==> src/rtl/dport_pkg.sv <==
// Shared constants for the data-port merge arbiter.
package dport_pkg;
  localparam int DPORT_W     = 8;
  localparam int DPORT_DEPTH = 8;
  localparam int DPORT_CW    = $clog2(DPORT_DEPTH) + 1;
endpackage

==> src/rtl/dport_fifo2w.sv <==
// Two-write / one-read circular buffer. Within a cycle din1 is older than din2.
// Writes that do not fit are dropped youngest-first, and drop is raised.
module dport_fifo2w
  import dport_pkg::*;
#(
  parameter int WIDTH = DPORT_W,
  parameter int DEPTH = DPORT_DEPTH,
  localparam int PW   = $clog2(DEPTH),
  localparam int CW   = PW + 1
) (
  input  logic             clk,
  input  logic             rst,
  input  logic             wr1,
  input  logic [WIDTH-1:0] din1,
  input  logic             wr2,
  input  logic [WIDTH-1:0] din2,
  input  logic             rd,
  output logic             out_valid,
  output logic [WIDTH-1:0] out_data,
  output logic [CW-1:0]    count,
  output logic             drop
);

  logic [WIDTH-1:0] mem [DEPTH];
  logic [PW-1:0]    wptr;
  logic [PW-1:0]    rptr;
  logic [CW-1:0]    cnt;
  logic             pop;
  logic [CW-1:0]    free;
  logic [CW-1:0]    nreq;
  logic [1:0]       acc;

  // Accept logic: a same-cycle pop frees one slot for the incoming writes.
  always_comb begin
    pop  = (cnt != '0) & rd;
    free = CW'(DEPTH) - cnt + CW'(pop);
    nreq = CW'(wr1) + CW'(wr2);
    acc  = (nreq <= free) ? nreq[1:0] : free[1:0];
    drop = (nreq > free);
  end

  // Storage, pointers and occupancy. The first accepted byte goes to wptr and
  // is din1 when port 1 wrote, otherwise din2 took the single slot.
  always_ff @(posedge clk) begin
    if (rst) begin
      wptr <= '0;
      rptr <= '0;
      cnt  <= '0;
      for (int i = 0; i < DEPTH; i++) mem[i] <= '0;
    end else begin
      if (acc != 2'd0) mem[wptr] <= wr1 ? din1 : din2;
      if (acc == 2'd2) mem[wptr + PW'(1)] <= din2;
      wptr <= wptr + PW'(acc);
      rptr <= rptr + PW'(pop);
      cnt  <= cnt + CW'(acc) - CW'(pop);
    end
  end

  assign out_valid = (cnt != '0);
  assign out_data  = mem[rptr];
  assign count     = cnt;

endmodule

==> src/rtl/dport_merge_arbiter.sv <==
// Merges the two data-port write channels into one ordered byte stream, with
// core stall, sticky overflow and a done flag that waits for the buffer to drain.
module dport_merge_arbiter
  import dport_pkg::*;
#(
  parameter int WIDTH = DPORT_W,
  parameter int DEPTH = DPORT_DEPTH,
  localparam int CW   = $clog2(DEPTH) + 1
) (
  input  logic             clk,
  input  logic             rst,
  input  logic             wr1,
  input  logic [WIDTH-1:0] din1,
  input  logic             wr2,
  input  logic [WIDTH-1:0] din2,
  input  logic             sys_done,
  output logic             out_valid,
  output logic [WIDTH-1:0] out_data,
  input  logic             out_ready,
  output logic             stall,
  output logic [CW-1:0]    count,
  output logic             overflow,
  output logic             done
);

  logic drop;
  logic done_seen;

  dport_fifo2w #(
    .WIDTH (WIDTH),
    .DEPTH (DEPTH)
  ) u_fifo (
    .clk       (clk),
    .rst       (rst),
    .wr1       (wr1),
    .din1      (din1),
    .wr2       (wr2),
    .din2      (din2),
    .rd        (out_ready),
    .out_valid (out_valid),
    .out_data  (out_data),
    .count     (count),
    .drop      (drop)
  );

  // Sticky status: overflow on any dropped byte, done_seen once the core retires.
  always_ff @(posedge clk) begin
    if (rst) begin
      overflow  <= 1'b0;
      done_seen <= 1'b0;
    end else begin
      if (drop)     overflow  <= 1'b1;
      if (sys_done) done_seen <= 1'b1;
    end
  end

  // A dual write needs two slots, so stall while fewer than two are free.
  assign stall = ((CW'(DEPTH) - count) < CW'(2));
  assign done  = done_seen & (count == '0);

endmodule

==> config.mk <==
export PLATFORM = sky130hd
export DESIGN_NAME = dport_merge_arbiter
export DESIGN_NICKNAME = d
export VERILOG_FILES = /design/src/rtl/dport_pkg.sv /design/src/rtl/dport_fifo2w.sv /design/src/rtl/dport_merge_arbiter.sv
export SDC_FILE = /design/constraint.sdc
export NUM_CORES = 1
export LEC_CHECK = 0
export ABC_AREA = 1
export CORE_UTILIZATION = 50
export DETAILED_ROUTE_END_ITERATION = 10
export DONT_BUFFER_PORTS = 1
export SETUP_SLACK_MARGIN = 0.15
export SLEW_MARGIN = 20
export SYNTH_ARGS = -nofsm -noshare
export SYNTH_HDL_FRONTEND = slang
export SYNTH_SLANG_ARGS = --single-unit
==> constraint.sdc <==
create_clock -name clk -period 6.2 [get_ports clk]
set_input_delay 0.93 -clock clk [delete_from_list [all_inputs] [get_ports clk]]
set_output_delay 0.93 -clock clk [all_outputs]
set_load 0.03 [all_outputs]
## Yosys cells after proc, flatten, opt, wreduce, memory -nomap -nowiden

Memories as Yosys holds them, arrays and structs flattened. A register that Yosys moved wholly into a read port is not among the register bits.
Index checks and enable logic that the tools add are counted.

| cells by class | value |
|---|---|
| muxes and demuxes | 17 |
| add/subtract/negate cells | 8 |
| reductions and logical operators | 5 |
| equal/unequal tests | 1 |
| bitwise logic cells | 2 |
| order comparisons | 3 |

Operators with widths:

| kind | number |
|---|---|
| 8-bit two-way mux | 3 |
| 8-bit OR reduction | 2 |
| 1-bit two-way mux | 10 |
| 3-bit two-way mux | 3 |
| 4-bit by 1-bit adder with 4-bit output | 1 |
| 4-bit by 2-bit adder with 4-bit output | 1 |
| 4-bit greater-than comparator | 1 |
| 4-bit less-or-equal comparator | 1 |
| 4-bit logical NOT | 1 |
| 4-bit by 2-bit < comparator with 1-bit output, second input constant | 1 |
| 4-bit nonzero test | 1 |
| 4-bit by 1-bit subtractor with 4-bit output | 1 |
| 4-bit subtractor, first input constant | 1 |
| 3-bit by 1-bit adder with 3-bit output | 1 |
| 3-bit by 1-bit adder with 3-bit output, second input constant | 1 |
| 3-bit by 2-bit adder with 3-bit output | 1 |
| 1-bit by 1-bit adder with 2-bit output | 1 |
| 1-bit AND | 2 |
| 2-bit equality test, second input constant | 1 |
| 2-bit two-way mux | 1 |
| 2-bit nonzero test | 1 |

| storage, ports and cells | value |
|---|---|
| memories | 1 |
| memory bits (writable) | 64 |
| output and inout bits | 16 |
| input bits | 22 |
| bits in registers | 12 |
| logic and storage cells | 42 |

Memories:

| memory | words | width | read ports | clocked after memory_dff | wr ports | RTL line | text |
|---|---|---|---|---|---|---|---|
| u_fifo.mem | 8 | 8 | 1 | 1 | 8 | dport_fifo2w.sv:24 | `logic [WIDTH-1:0] mem [DEPTH];` |

## Logic depth before layout (Yosys ltp)

| logic depth | value |
|---|---|
| word-level depth | 11 |
| depth in mapped cells | 22 |
| gate-level depth less buffers | 22 |

## By module

Synthesis repeated with hierarchy kept, for this count alone.

| second synthesis, totals | value |
|---|---|
| cells, all modules | 580 |
| area, all modules | 4834.6 µm² |

By module, submodules not included:

| module | cells each | sequential area each (µm²) | area an instance (µm²) | times used |
|---|---|---|---|---|
| dport_fifo2w | 560 | 2122.0 | 4699.5 | 1 |
| dport_merge_arbiter | 20 | 40.0 | 135.1 | 1 |

## Worst setup path after synthesis

Ideal clock, no wire load.

| timing path | value |
|---|---|
| path kind | register -> register |
| from | reg u_fifo.cnt[0] (netlist: u_fifo.count[0]) |
| to | reg u_fifo.cnt[2] (netlist: u_fifo.count[2]) |
| library setup time | 0.128 ns |
| path buffers | 2 |
| cell stages (with the launch flop) | 20 |
| setup slack | 2.550 ns |
| required time | 6.072 ns |
| data arrival time | 3.522 ns |
| clock period less this slack | 3.650 ns |
| cell sequence | dfxtp_1 inv_1 ha_1 nand2_1 nand3_2 nand2_1 inv_1 ha_1 o21ai_0 nand2_1 nor2_1 nand4_1 nand2_2 buf_4 buf_4 inv_1 ha_1 fa_1 xnor2_1 nor2_1 |

| between the ends | value |
|---|---|
| longest elaborated chain between the ends | 7 |
| elaborated cells between the ends (all ways) | 8 |
| those cells by class | add/sub (4); order compare (1); mux (1); bitwise (1); reduce/logical (1) |

RTL lines:

| what | RTL line | text |
|---|---|---|
| start: declaration | dport_fifo2w.sv:27 | `logic [CW-1:0] cnt;` |
| start signal: assignment | dport_fifo2w.sv:55 | `cnt <= cnt + CW'(acc) - CW'(pop);` |
| 4-bit nonzero test * | -- |  |
| net out_valid | dport_merge_arbiter.sv:17 | `output logic out_valid,` |
| 1-bit AND * | dport_fifo2w.sv:35 | `pop = (cnt != '0) & rd;` |
| 4-bit by 1-bit adder with 4-bit output | dport_fifo2w.sv:36 | `free = CW'(DEPTH) - cnt + CW'(pop);` |
| 4-bit less-or-equal comparator | dport_fifo2w.sv:38 | `acc = (nreq <= free) ? nreq[1:0] : free[1:0];` |
| 2-bit two-way mux | dport_fifo2w.sv:38 |  |
| 4-bit by 2-bit adder with 4-bit output | dport_fifo2w.sv:55 |  |
| 4-bit by 1-bit subtractor with 4-bit output * | dport_fifo2w.sv:55 |  |

Mark *: on every way through the listed nets, which the timed path passes. The rest lies on a longest branch.
A chain may end at the register's enable or synchronous reset.

==> impl_metrics.json <==
{
  "ir_drop_uv": 440,
  "path_max_fanout": 72,
  "fp.dieH_um": 101,
  "tightest_slew_ns": 1.23,
  "netlist_instances": 586,
  "tritoncts": "yes",
  "synthArstFlopShare": 0,
  "drv_cap": 0,
  "path_common_cell": "nand2_1",
  "drv_slew": 0,
  "areaGrowthSynthToFinish_pct": 2.17,
  "fill_cells": 912,
  "netlist_area_um2": 4890,
  "core-area_um2": 9370,
  "wl_per_cell_um": 21.6,
  "cts.sink_count": 76,
  "synthTopCellsByArea": "edfxtp_1, nand4_1, nand2_1, nor2_1, dfxtp_1",
  "via_per_inst": 6.49,
  "slew_headroom": 0.172,
  "ys_warn_count": 0,
  "p_leak_nw": 2.07,
  "rsz0062_at_grt": "no",
  "cts_resized": 0,
  "synth_compound_area_frac": 0.0714,
  "worstSkewPairLatency_ns": 0.36,
  "fmax_ghz": 0.227,
  "grt_pass1_vias": 3987,
  "synthDominantCellAreaShare": 0.393,
  "io_buffers": 0,
  "pre_cts_ws_ns": 1.85,
  "cts.path.max_buffers": 2,
  "clkTransAtPathRegs_ns": 0.08,
  "initial_core_util": 0.522,
  "outcome": "finished, final reports clean",
  "dp_cells": 668,
  "ff_latch_area_um2": 2160,
  "firstDrtPassIters": 6,
  "startpoint_type": "register",
  "synthMuxAreaShare": 0.0184,
  "period_needed_ns": 4.40,
  "syn-num-nets": 621,
  "cts_buffers": 9,
  "vias": 4439,
  "synth_flop_cell": "edfxtp_1",
  "final_cell_mix": "nand4_1, nand2_1, nor2_1, edfxtp_1, o21ai_0",
  "n_antenna_cell": 0,
  "cp.arrival_ns": 4.42,
  "grt_pass1_wl_mm": 23.0,
  "ant_nets": 0,
  "synth_xor_area_frac": 0.00716,
  "dpl.hpwl_mm": 9.14,
  "cts_setup_buffers": 0,
  "finalSetupTns_ns": 0,
  "ctsHoldBuffers": 0,
  "floorplan.rows": 35,
  "hold_viol": 0,
  "cpMaxStageDelayCell": "nor2_8",
  "min_path_type": "register to register",
  "io_pins": 38,
  "layout_commonest_cell": "nand4_1",
  "synth_cell_types": 29,
  "antenna_found_initial": 0,
  "synthSimpleGateAreaFrac": 0.342,
  "gr-usage-all-layers": 0.307,
  "synth_area_per_cell_um2": 8.35,
  "drt_iter0_markers": 572,
  "finalSetupViolCount": 0,
  "synth-seq-cells": 76,
  "cpPeakStageDelay_ns": 0.68,
  "die-area_um2": 10200,
  "fin_nets": 585,
  "p_per_area_nw_per_um2": 460,
  "synth-edff-count": 64,
  "crit_chain": "inv_1 -> ha_1 -> nand2_1 -> nand3_2 -> nand2_1 -> inv_1 -> ha_1 -> o21ai_0 -> nand2_1 -> nor2_1 -> nand3_2 -> nand2_2 -> nand2_4 -> nor2_8 -> nand3_1 -> nand3_1",
  "synth_top_family_by_area": "simple AND/OR/NAND/NOR gates",
  "multi_input_area_um2": 2330,
  "grt_max_degree": 74,
  "htree_levels": 3,
  "drt_wl_total_mm": 14.8,
  "final.period_utilization": 0.710,
  "path_class": "register to register",
  "globalplace.congestion": 0.878,
  "drive_above_1_share": 0.0703,
  "cp.required_ns": 6.22,
  "layout_setup_ws_ns": 1.80,
  "root_buffer": "clkbuf_8",
  "fin_skew_ns": 0.00812,
  "critPathCaptureType": "register",
  "final_cell_count_no_fill": 684,
  "drc": 0,
  "yosysSeqAreaShare": 0.442,
  "overflow": 0,
  "synthAdderAreaFrac": 0.0363,
  "fp.dieW_um": 101,
  "fin_util": 0.533,
  "synth_area_leader_cell": "edfxtp_1",
  "hold_ws_ns": 0.480
}
## worst paths after layout
check	start	to	slack (ns)	depth (start not counted)
setup / recovery	u_fifo.count[0]	u_fifo.mem[1][6]	1.80	16
hold / removal	done_seen	done_seen	0.48	2
hold reg to reg	done_seen	done_seen	0.48	2
setup reg to reg	u_fifo.count[0]	u_fifo.mem[1][6]	1.80	16
## where the power goes
part / internal, mW / switching, mW / leakage [nW] / total, mW
combinational: 0.262 / 0.869 / 1.21 / 1.13
sequential: 0.691 / 0.0904 / 0.767 / 0.781
clock: 0.196 / 0.188 / 0.0951 / 0.383
## routing by layer
| layer | routed length, um | global-route usage | share of wire |
|---|---|---|---|
| met4 | 304 | 0.119 | 0.021 |
| met3 | 1820 | 0.0645 | 0.12 |
| met5 | 0 | 0 | 0 |
| met2 | 6210 | 0.433 | 0.42 |
| met1 | 6410 | 0.459 | 0.43 |
## critical path, delay by kind of cell, from the launching register on
| kind | cells | cell delay [ns] |
|---|---|---|
| adder cells (fa/ha/maj) | 2 | 0.57 |
| AND/OR/NAND/NOR | 11 | 2.51 |
| buffers and inverters | 2 | 0.26 |
| flip-flops | 1 | 0.56 |
| AO/OA/AOI/OAI | 1 | 0.14 |
## cells in the mapped netlist, types with 7 or more instances
cell / count
a21oi_1: 10
a31oi_1: 8
buf_2: 9
buf_4: 8
buf_6: 7
clkbuf_1: 28
dfxtp_1: 12
edfxtp_1: 64
ha_1: 11
inv_1: 26
mux2_2: 8
nand2_1: 98
nand3_1: 15
nand4_1: 130
nor2_1: 80
nor3_1: 8
o21ai_0: 35
o22ai_1: 8
## cell families after synthesis
logic type	count (synthesis)
flip-flops	76
adder cells (fa/ha/maj)	13
AND/OR/NAND/NOR	338
AO/OA/AOI/OAI	64
multiplexers	8
XOR/XNOR	4
buffers and inverters	83
## cell type report
class	count	share of cell area
repair buffers	6	0.00901
multi-input cells	427	0.466
inverters	30	0.0225
flip-flops and latches	76	0.433
clock inverters	3	0.00776
well taps	129	0.0323
clock buffers	13	0.0298
## per-stage QoR
step                cell area [um2]  total power, mW
CTS                            4990             2.27
global route                   5000             2.44
floorplan                      4890             1.73
global placement               4800             1.88
finish                         5000             2.30
detailed placement             4800             1.90
## state kept, by name, summed over array words and instances, names as in the netlist
register,flops
u_fifo.rptr,3
done_seen,1
u_fifo.mem,64
u_fifo.wptr,3
overflow,1
u_fifo.count,4
(Power assumes the default switching activity.)
